--- src/rtl/aurora_pkg.sv ---
// rtl/aurora_pkg.sv - shared Aurora lane types and RX framing parameter defaults
package aurora_pkg;

  localparam int AXI_DATA_SIZE = 32;

  typedef enum logic [1:0] {
    NONE = 2'd0,
    SCP  = 2'd1,
    ECP  = 2'd2,
    I    = 2'd3
  } ordered_sets_e;

  localparam int RX_MAX_WORDS_DEF = 256;
  localparam int RX_STATS_W_DEF   = 16;

endpackage

--- src/rtl/rx_frame_stats.sv ---
// rtl/rx_frame_stats.sv - saturating good-frame and error counters for the RX framer
module rx_frame_stats #(
  parameter int CNT_W = 16
) (
  input  logic             clk,
  input  logic             rst,
  input  logic             frame_ok_i,
  input  logic             frame_err_i,
  output logic [CNT_W-1:0] frame_cnt_o,
  output logic [CNT_W-1:0] err_cnt_o
);

  logic [CNT_W-1:0] frame_cnt_q;
  logic [CNT_W-1:0] err_cnt_q;

  always_ff @(posedge clk or posedge rst) begin
    if (rst) begin
      frame_cnt_q <= '0;
      err_cnt_q   <= '0;
    end else begin
      if (frame_ok_i && (frame_cnt_q != '1)) frame_cnt_q <= frame_cnt_q + 1'b1;
      if (frame_err_i && (err_cnt_q != '1)) err_cnt_q <= err_cnt_q + 1'b1;
    end
  end

  assign frame_cnt_o = frame_cnt_q;
  assign err_cnt_o   = err_cnt_q;

endmodule

--- src/rtl/rx_data_controller.sv ---
// rtl/rx_data_controller.sv - RX framer: lane ordered sets + data to AXI-S frames
// Optional statistics counters are built only when RX_STATS_EN is defined.
module rx_data_controller
  import aurora_pkg::*;
#(
  parameter int MAX_WORDS = RX_MAX_WORDS_DEF,
  parameter int CNT_W     = RX_STATS_W_DEF
) (
  input  logic                     clk,
  input  logic                     rst,
  input  logic                     lane_up,
  input  ordered_sets_e            ordered_sets,
  input  logic [AXI_DATA_SIZE-1:0] data_in,
  output logic                     m_axi_valid,
  output logic                     m_axi_last,
  output logic [AXI_DATA_SIZE-1:0] m_axi_data,
`ifdef RX_STATS_EN
  output logic [CNT_W-1:0]         frame_cnt,
  output logic [CNT_W-1:0]         err_cnt,
`endif
  output logic                     frame_err
);

  localparam int WCW = $clog2(MAX_WORDS + 1);
  localparam logic [WCW-1:0] WORD_MAX = WCW'(MAX_WORDS);

  typedef enum logic [1:0] {
    ST_IDLE    = 2'd0,
    ST_STREAM  = 2'd1,
    ST_DISCARD = 2'd2
  } rx_state_e;

  rx_state_e                state_q;
  logic                     hold_vld_q;
  logic [AXI_DATA_SIZE-1:0] hold_data_q;
  logic [WCW-1:0]           word_cnt_q;
  logic                     valid_q;
  logic                     last_q;
  logic [AXI_DATA_SIZE-1:0] data_q;
  logic                     frame_err_q;
  logic                     frame_ok_q;

  always_ff @(posedge clk or posedge rst) begin
    if (rst) begin
      state_q     <= ST_IDLE;
      hold_vld_q  <= 1'b0;
      hold_data_q <= '0;
      word_cnt_q  <= '0;
      valid_q     <= 1'b0;
      last_q      <= 1'b0;
      data_q      <= '0;
      frame_err_q <= 1'b0;
      frame_ok_q  <= 1'b0;
    end else begin
      valid_q     <= 1'b0;
      last_q      <= 1'b0;
      data_q      <= '0;
      frame_err_q <= 1'b0;
      frame_ok_q  <= 1'b0;
      // Losing the lane beats any symbol seen in the same cycle.
      if (!lane_up) begin
        frame_err_q <= (state_q != ST_IDLE);
        state_q     <= ST_IDLE;
        hold_vld_q  <= 1'b0;
      end else begin
        case (state_q)
          ST_IDLE: begin
            case (ordered_sets)
              SCP: begin
                state_q    <= ST_STREAM;
                word_cnt_q <= '0;
                hold_vld_q <= 1'b0;
              end
              ECP:     frame_err_q <= 1'b1;
              default: ;
            endcase
          end
          ST_STREAM: begin
            case (ordered_sets)
              NONE: begin
                if (word_cnt_q == WORD_MAX) begin
                  frame_err_q <= 1'b1;
                  hold_vld_q  <= 1'b0;
                  state_q     <= ST_DISCARD;
                end else begin
                  // The held word goes out only once we know it is not the last one.
                  if (hold_vld_q) begin
                    valid_q <= 1'b1;
                    data_q  <= hold_data_q;
                  end
                  hold_data_q <= data_in;
                  hold_vld_q  <= 1'b1;
                  word_cnt_q  <= word_cnt_q + 1'b1;
                end
              end
              ECP: begin
                if (hold_vld_q) begin
                  valid_q    <= 1'b1;
                  last_q     <= 1'b1;
                  data_q     <= hold_data_q;
                  frame_ok_q <= 1'b1;
                end else begin
                  frame_err_q <= 1'b1;
                end
                state_q    <= ST_IDLE;
                hold_vld_q <= 1'b0;
              end
              SCP: begin
                frame_err_q <= 1'b1;
                hold_vld_q  <= 1'b0;
                word_cnt_q  <= '0;
              end
              default: ;
            endcase
          end
          ST_DISCARD: begin
            case (ordered_sets)
              ECP: state_q <= ST_IDLE;
              SCP: begin
                state_q    <= ST_STREAM;
                word_cnt_q <= '0;
                hold_vld_q <= 1'b0;
              end
              default: ;
            endcase
          end
          default: begin
            state_q    <= ST_IDLE;
            hold_vld_q <= 1'b0;
          end
        endcase
      end
    end
  end

  assign m_axi_valid = valid_q;
  assign m_axi_last  = last_q;
  assign m_axi_data  = data_q;
  assign frame_err   = frame_err_q;

`ifdef RX_STATS_EN
  rx_frame_stats #(
    .CNT_W(CNT_W)
  ) u_stats (
    .clk        (clk),
    .rst        (rst),
    .frame_ok_i (frame_ok_q),
    .frame_err_i(frame_err_q),
    .frame_cnt_o(frame_cnt),
    .err_cnt_o  (err_cnt)
  );
`else
  logic unused_ok;
  assign unused_ok = frame_ok_q;
`endif

endmodule

--- config.mk ---
export PLATFORM = sky130hd
export DESIGN_NAME = rx_data_controller
export DESIGN_NICKNAME = d
export VERILOG_FILES = /design/src/rtl/aurora_pkg.sv /design/src/rtl/rx_frame_stats.sv /design/src/rtl/rx_data_controller.sv
export SDC_FILE = /design/constraint.sdc
export NUM_CORES = 1
export LEC_CHECK = 0
export CORE_ASPECT_RATIO = 0.6
export CORE_MARGIN = 2
export CORE_UTILIZATION = 47
export DETAILED_ROUTE_END_ITERATION = 12
export PLACE_DENSITY = 0.8
export SLEW_MARGIN = 15
export SYNTH_ARGS = -nofsm -noshare
export SYNTH_HDL_FRONTEND = slang
export SYNTH_HIERARCHICAL = 1
export SYNTH_SLANG_ARGS = --single-unit
--- constraint.sdc ---
create_clock -name clk -period 7.6 [get_ports clk]
set_clock_uncertainty 0.15 [all_clocks]
set_input_delay 1.14 -clock clk [delete_from_list [all_inputs] [get_ports clk]]
set_output_delay 1.14 -clock clk [all_outputs]
set_load 0.02 [all_outputs]
; ---- After elaboration in Yosys (flattened, before gate mapping)
; Index checks and enable logic that the tools add are counted.
[word_totals]
regBits = 79
output_inout_bits = 35
elab_cells = 68
[classes]
addsub = 1
n_eq_ne = 14
muxes = 34
bitwise_logic = 1
reduce_logical = 10
[ops]
columns = op, count
row1 = $mux W32, 4
row2 = $pmux W32 S2, 1
row3 = $pmux W9 S2, 2
row4 = $mux W9, 2
row5 = $mux W1, 14
row6 = $ne A4 B3 Y1 const B, 3
row7 = $add A9 B1 Y9 const B, 1
row8 = $eq A9 B9 Y1 const B, 1
row9 = $pmux W1 S2, 4
row10 = $pmux W2 S2, 2
row11 = $reduce_and A4 Y1, 2
row12 = $mux W2, 3
row13 = $ne A3 B2 Y1 const B, 2
row14 = $ne A3 B3 Y1 const B, 2
row15 = $pmux W2 S3, 1
row16 = $reduce_and A5 Y1, 1
row17 = $eq A2 B1 Y1 const B, 2
row18 = $eq A2 B2 Y1 const B, 2
row19 = $logic_not A2 Y1, 2
row20 = $ne A4 B4 Y1 const B, 1
row21 = $reduce_bool A2 Y1, 2
row22 = $reduce_or A2 Y1, 2
row23 = $pmux W1 S3, 1
row24 = $ne A2 B1 Y1 const B, 1
row25 = 2 further kinds, 2

; ---- Depth between registers and ports, before layout
[depth]
word_depth = 5
ltp_mapped = 8

; ---- Least setup slack after synthesis
; Ideal clock, no wire load.
[synth_timing]
path_type = input to register
from = input ordered_sets[0]
to = register word_cnt_q[1]
arrival_time_ns = 2.424
t_required_ns = 7.371
path_slack_ns = 4.946
path_stages = 8
path_buffers = 2
path_cell_list = inv_1 > ha_1 > clkbuf_1 > a21oi_1 > a211oi_1 > o21a_1 > clkbuf_1 > mux2i_1
[synth_via]
elab_chain_len = 3
word_cells_on_any_way = 8
cone_classes = eq/ne (4) / mux (2) / reduce/logical (2)
[synth_rtl]
columns = item, line_no
row1 = start: declaration, rx_data_controller.sv:12  ; input ordered_sets_e ordered_sets,
row2 = $eq A2 B1 Y1 / $logic_not A2 Y1 (equally long branches), "rx_data_controller.sv:68, rx_data_controller.sv:79, rx_data_controller.sv:117"
row3 = "$pmux W9 S2, or another cell as far along", rx_data_controller.sv:79  ; case (ordered_sets)
row4 = $pmux W9 S2 / $reduce_and A5 Y1 (equally long branches), -
row5 = end signal: assignment, rx_data_controller.sv:93  ; word_cnt_q <= word_cnt_q + 1'b1;
row6 = end: declaration, rx_data_controller.sv:36  ; logic [WCW-1:0] word_cnt_q;
; Several ways; a longest one is shown, not always the timed one.
; A chain may end at the register's enable or synchronous reset.

; ---- Worst setup path after layout
[layout_timing]
from = input ordered_sets[0]
to = register hold_data_q[4]
[layout_via]
elab_chain_len = 2
[layout_rtl]
columns = item, line_no
row1 = $logic_not A2 Y1, rx_data_controller.sv:79
row2 = $reduce_and A4 Y1 (no line), -
row3 = end signal: assignment, rx_data_controller.sv:91  ; hold_data_q <= data_in;
row4 = end: declaration, rx_data_controller.sv:35  ; logic [AXI_DATA_SIZE-1:0] hold_data_q;
; No other way between the ends.

==> impl_metrics.json <==
{
  "outcome": "finished clean",
  "max_stage_delay_ns": 0.51,
  "ir_worst_vdd_mv": 0.1362,
  "clkLatencyLatePin_ns": 0.33,
  "wl_per_cell_um": 15.30,
  "hp-class": "reg -> reg",
  "grt_pass1_wl_um": 9763,
  "rsz0062_at_grt": "no",
  "vias": 1994,
  "cp-end-kind": "flop",
  "fmax_mhz": 320.1,
  "cap_violations": 0,
  "finalSetupViolCount": 0,
  "ys_ff_latch": 79,
  "start_util_pct": 48.85,
  "gp_congestion": 0.8080,
  "synth_ff_type": "dfrtp_1",
  "setup_tns_ns": 0,
  "via_per_inst": 5.035,
  "fill_cells": 514,
  "leakage_nw": 2.083,
  "port_buffers": 71,
  "synth_area_um2": 3289,
  "slowest_stage": "clkdlybuf4s50_1",
  "reg2reg_slack_ns": 4.81,
  "first_pass_iters": 4,
  "die_h_um": 68.80,
  "crit_end": "hold_data_q[4]",
  "die-area_um2": 7706,
  "worstPathArrival_ns": 3.19,
  "track_usage_pct": 17.17,
  "synth-edff-count": 0,
  "drv_slew": 0,
  "cts.clk_slew.worst_paths_ns": 0.06,
  "cts.sinks": 79,
  "grt_pass1_vias": 1925,
  "hpwl_um": 4095,
  "power_density_nw_per_um2": 245.4,
  "cts_resized": 0,
  "cts_setup_buffers": 0,
  "syn_area_per_cell_um2": 14.18,
  "reg2reg_depth": 6,
  "clockBufferDepth": 2,
  "coreArea_um2": 6734,
  "syn_nets": 275,
  "maxSlewHeadroom_pct": 36.50,
  "regToRegEndpoint": "hold_data_q[4]",
  "synth_cell_types": 39,
  "pin_count": 72,
  "area_growth_pct": 31.38,
  "overflow": 0,
  "worstSetupPathType": "in -> reg",
  "synth_cells": 232,
  "route.detailed.drc": 0,
  "required_ns": 7.66,
  "yosysTopAreaCell": "dfrtp_1",
  "ctsHoldBuffers": 0,
  "antenna_found_initial": 0,
  "grt_max_degree": 80,
  "min_period_over_period_pct": 41.10,
  "crit_fanout": 20,
  "layout_min_cycle_time_ns": 3.124,
  "htreeDepth": 3,
  "startpoint": "ordered_sets[0]",
  "dieWidth_um": 112,
  "synth_top_area_share_pct": 60.10,
  "antenna_cells": 0,
  "worstPathCellList": "clkdlybuf4s50_1 -> inv_1 -> ha_1 -> o211ai_4 -> buf_4 -> mux2_4",
  "place_inst": 380,
  "reg2reg_from": "word_cnt_q[0]",
  "nets": 347,
  "yosysSeqAreaShare_pct": 60.10,
  "finalHoldViolCount": 0,
  "fin_cells": 396,
  "drtAntennaViolNets": 0,
  "cts_buffers": 9,
  "fp-row-count": 23,
  "start_kind": "primary input",
  "ys_async_sr_fraction_pct": 100.0,
  "root_buffer": "clkbuf_16",
  "drt-initial-drc-count": 144,
  "yosysMostFrequentCell": "dfrtp_1",
  "drt_wl_total_um": 6057,
  "synth.area.top_cells": "dfrtp_1, mux2_4, and2_1",
  "drive_above_1_share_pct": 18.12,
  "worst_pin_slew_ns": 0.9525,
  "cts_tree": "built",
  "ys_warn_count": 6,
  "synth_commonest_cells": "dfrtp_1, and2_1, mux2_4, inv_1"
}
[registers in the layout (all words and copies together), names as in the netlist]
signal,cells
hold_data_q,32
m_axi_data,32
word_cnt_q,9
state_q,2
frame_err,1
hold_vld_q,1
m_axi_last,1
m_axi_valid,1
[worst max-delay path, delay by kind of cell]
family                     cells  cell delay, ns
buffers and inverters          3            1.04
muxes                          1            0.34
AOI/OAI and AO/OA              1            0.32
adders and majority gates      1            0.31
[per-stage QoR]
| stage | power (mW) | utilization (%) | cell area, um^2 | hold WS, ns | setup slack [ns] |
|---|---|---|---|---|---|
| final | 1.060 | 64.18 | 4322 | 0.3238 | 4.476 |
| after global routing | 1.111 | 64.18 | 4322 | 0.3548 | 4.302 |
| after CTS | 1.076 | 64.18 | 4322 | 0.3239 | 4.481 |
| after detailed placement | 0.6386 | 59.68 | 4019 | 0.3124 | 4.132 |
| after global placement | 0.6302 | 59.68 | 4019 | 0.3122 | 4.212 |
| after floorplan | 0.5943 | - | 3289 | 0.2974 | 4.287 |
[cell families after synthesis]
family	count (synthesis)	synth area share, %
AOI/OAI and AO/OA	31	7.037
and+or+nand+nor	64	12.10
adders and majority gates	6	2.282
muxes	33	14.45
buffers and inverters	19	4.032
DFF	79	60.10
[layout by cell type (no fill, tap or decap), drive strengths merged, types with 3 or more instances in the layout]
cell,instances
inv,9
clkdlybuf4s50,71
a41oi,3
nor2,3
nand2,5
clkbuf,9
and3,5
a31oi,6
a21oi,6
and2,32
clkinv,4
nand3,4
mux2,32
o21ai,4
ha,6
dfrtp,79
nand2b,5
[worst min-delay path by stage]
stage / start / end / depth (start not counted)
floorplan: hold_data_q[24] / m_axi_data[24] / 1
global placement: hold_data_q[25] / m_axi_data[25] / 1
detailed placement: hold_data_q[24] / m_axi_data[24] / 1
CTS: hold_data_q[24] / m_axi_data[24] / 1
global route: hold_data_q[24] / m_axi_data[24] / 1
finish: hold_data_q[24] / m_axi_data[24] / 1
[layout make-up]
class                   instances  area [um^2]  area share [%]
multi-input cells             134         1180           27.30
repair buffers                 73        725.7           16.79
clock buffers                   9        225.2           5.211
flip-flops and latches         79         1977           45.74
well taps                      87        108.9           2.519
inverters                       7        27.53          0.6369
clock inverters                 7        77.57           1.795
[power breakdown]
part           internal [mW]  switching (mW)
Clock                  0.258           0.172
Sequential             0.473          0.0286
Combinational         0.0882          0.0403
Total                  0.820           0.241
[layer usage]
metal / track usage, % / routed length (um) / up-vias
met5: 0 / 0 / -
met3: 5.682 / 475 / 7
met1: 24.18 / 2929 / 953
met4: 7.774 / 94 / 0
li1: - / - / 950
met2: 24.39 / 2557 / 84
Power figures use the tool's default switching activity.
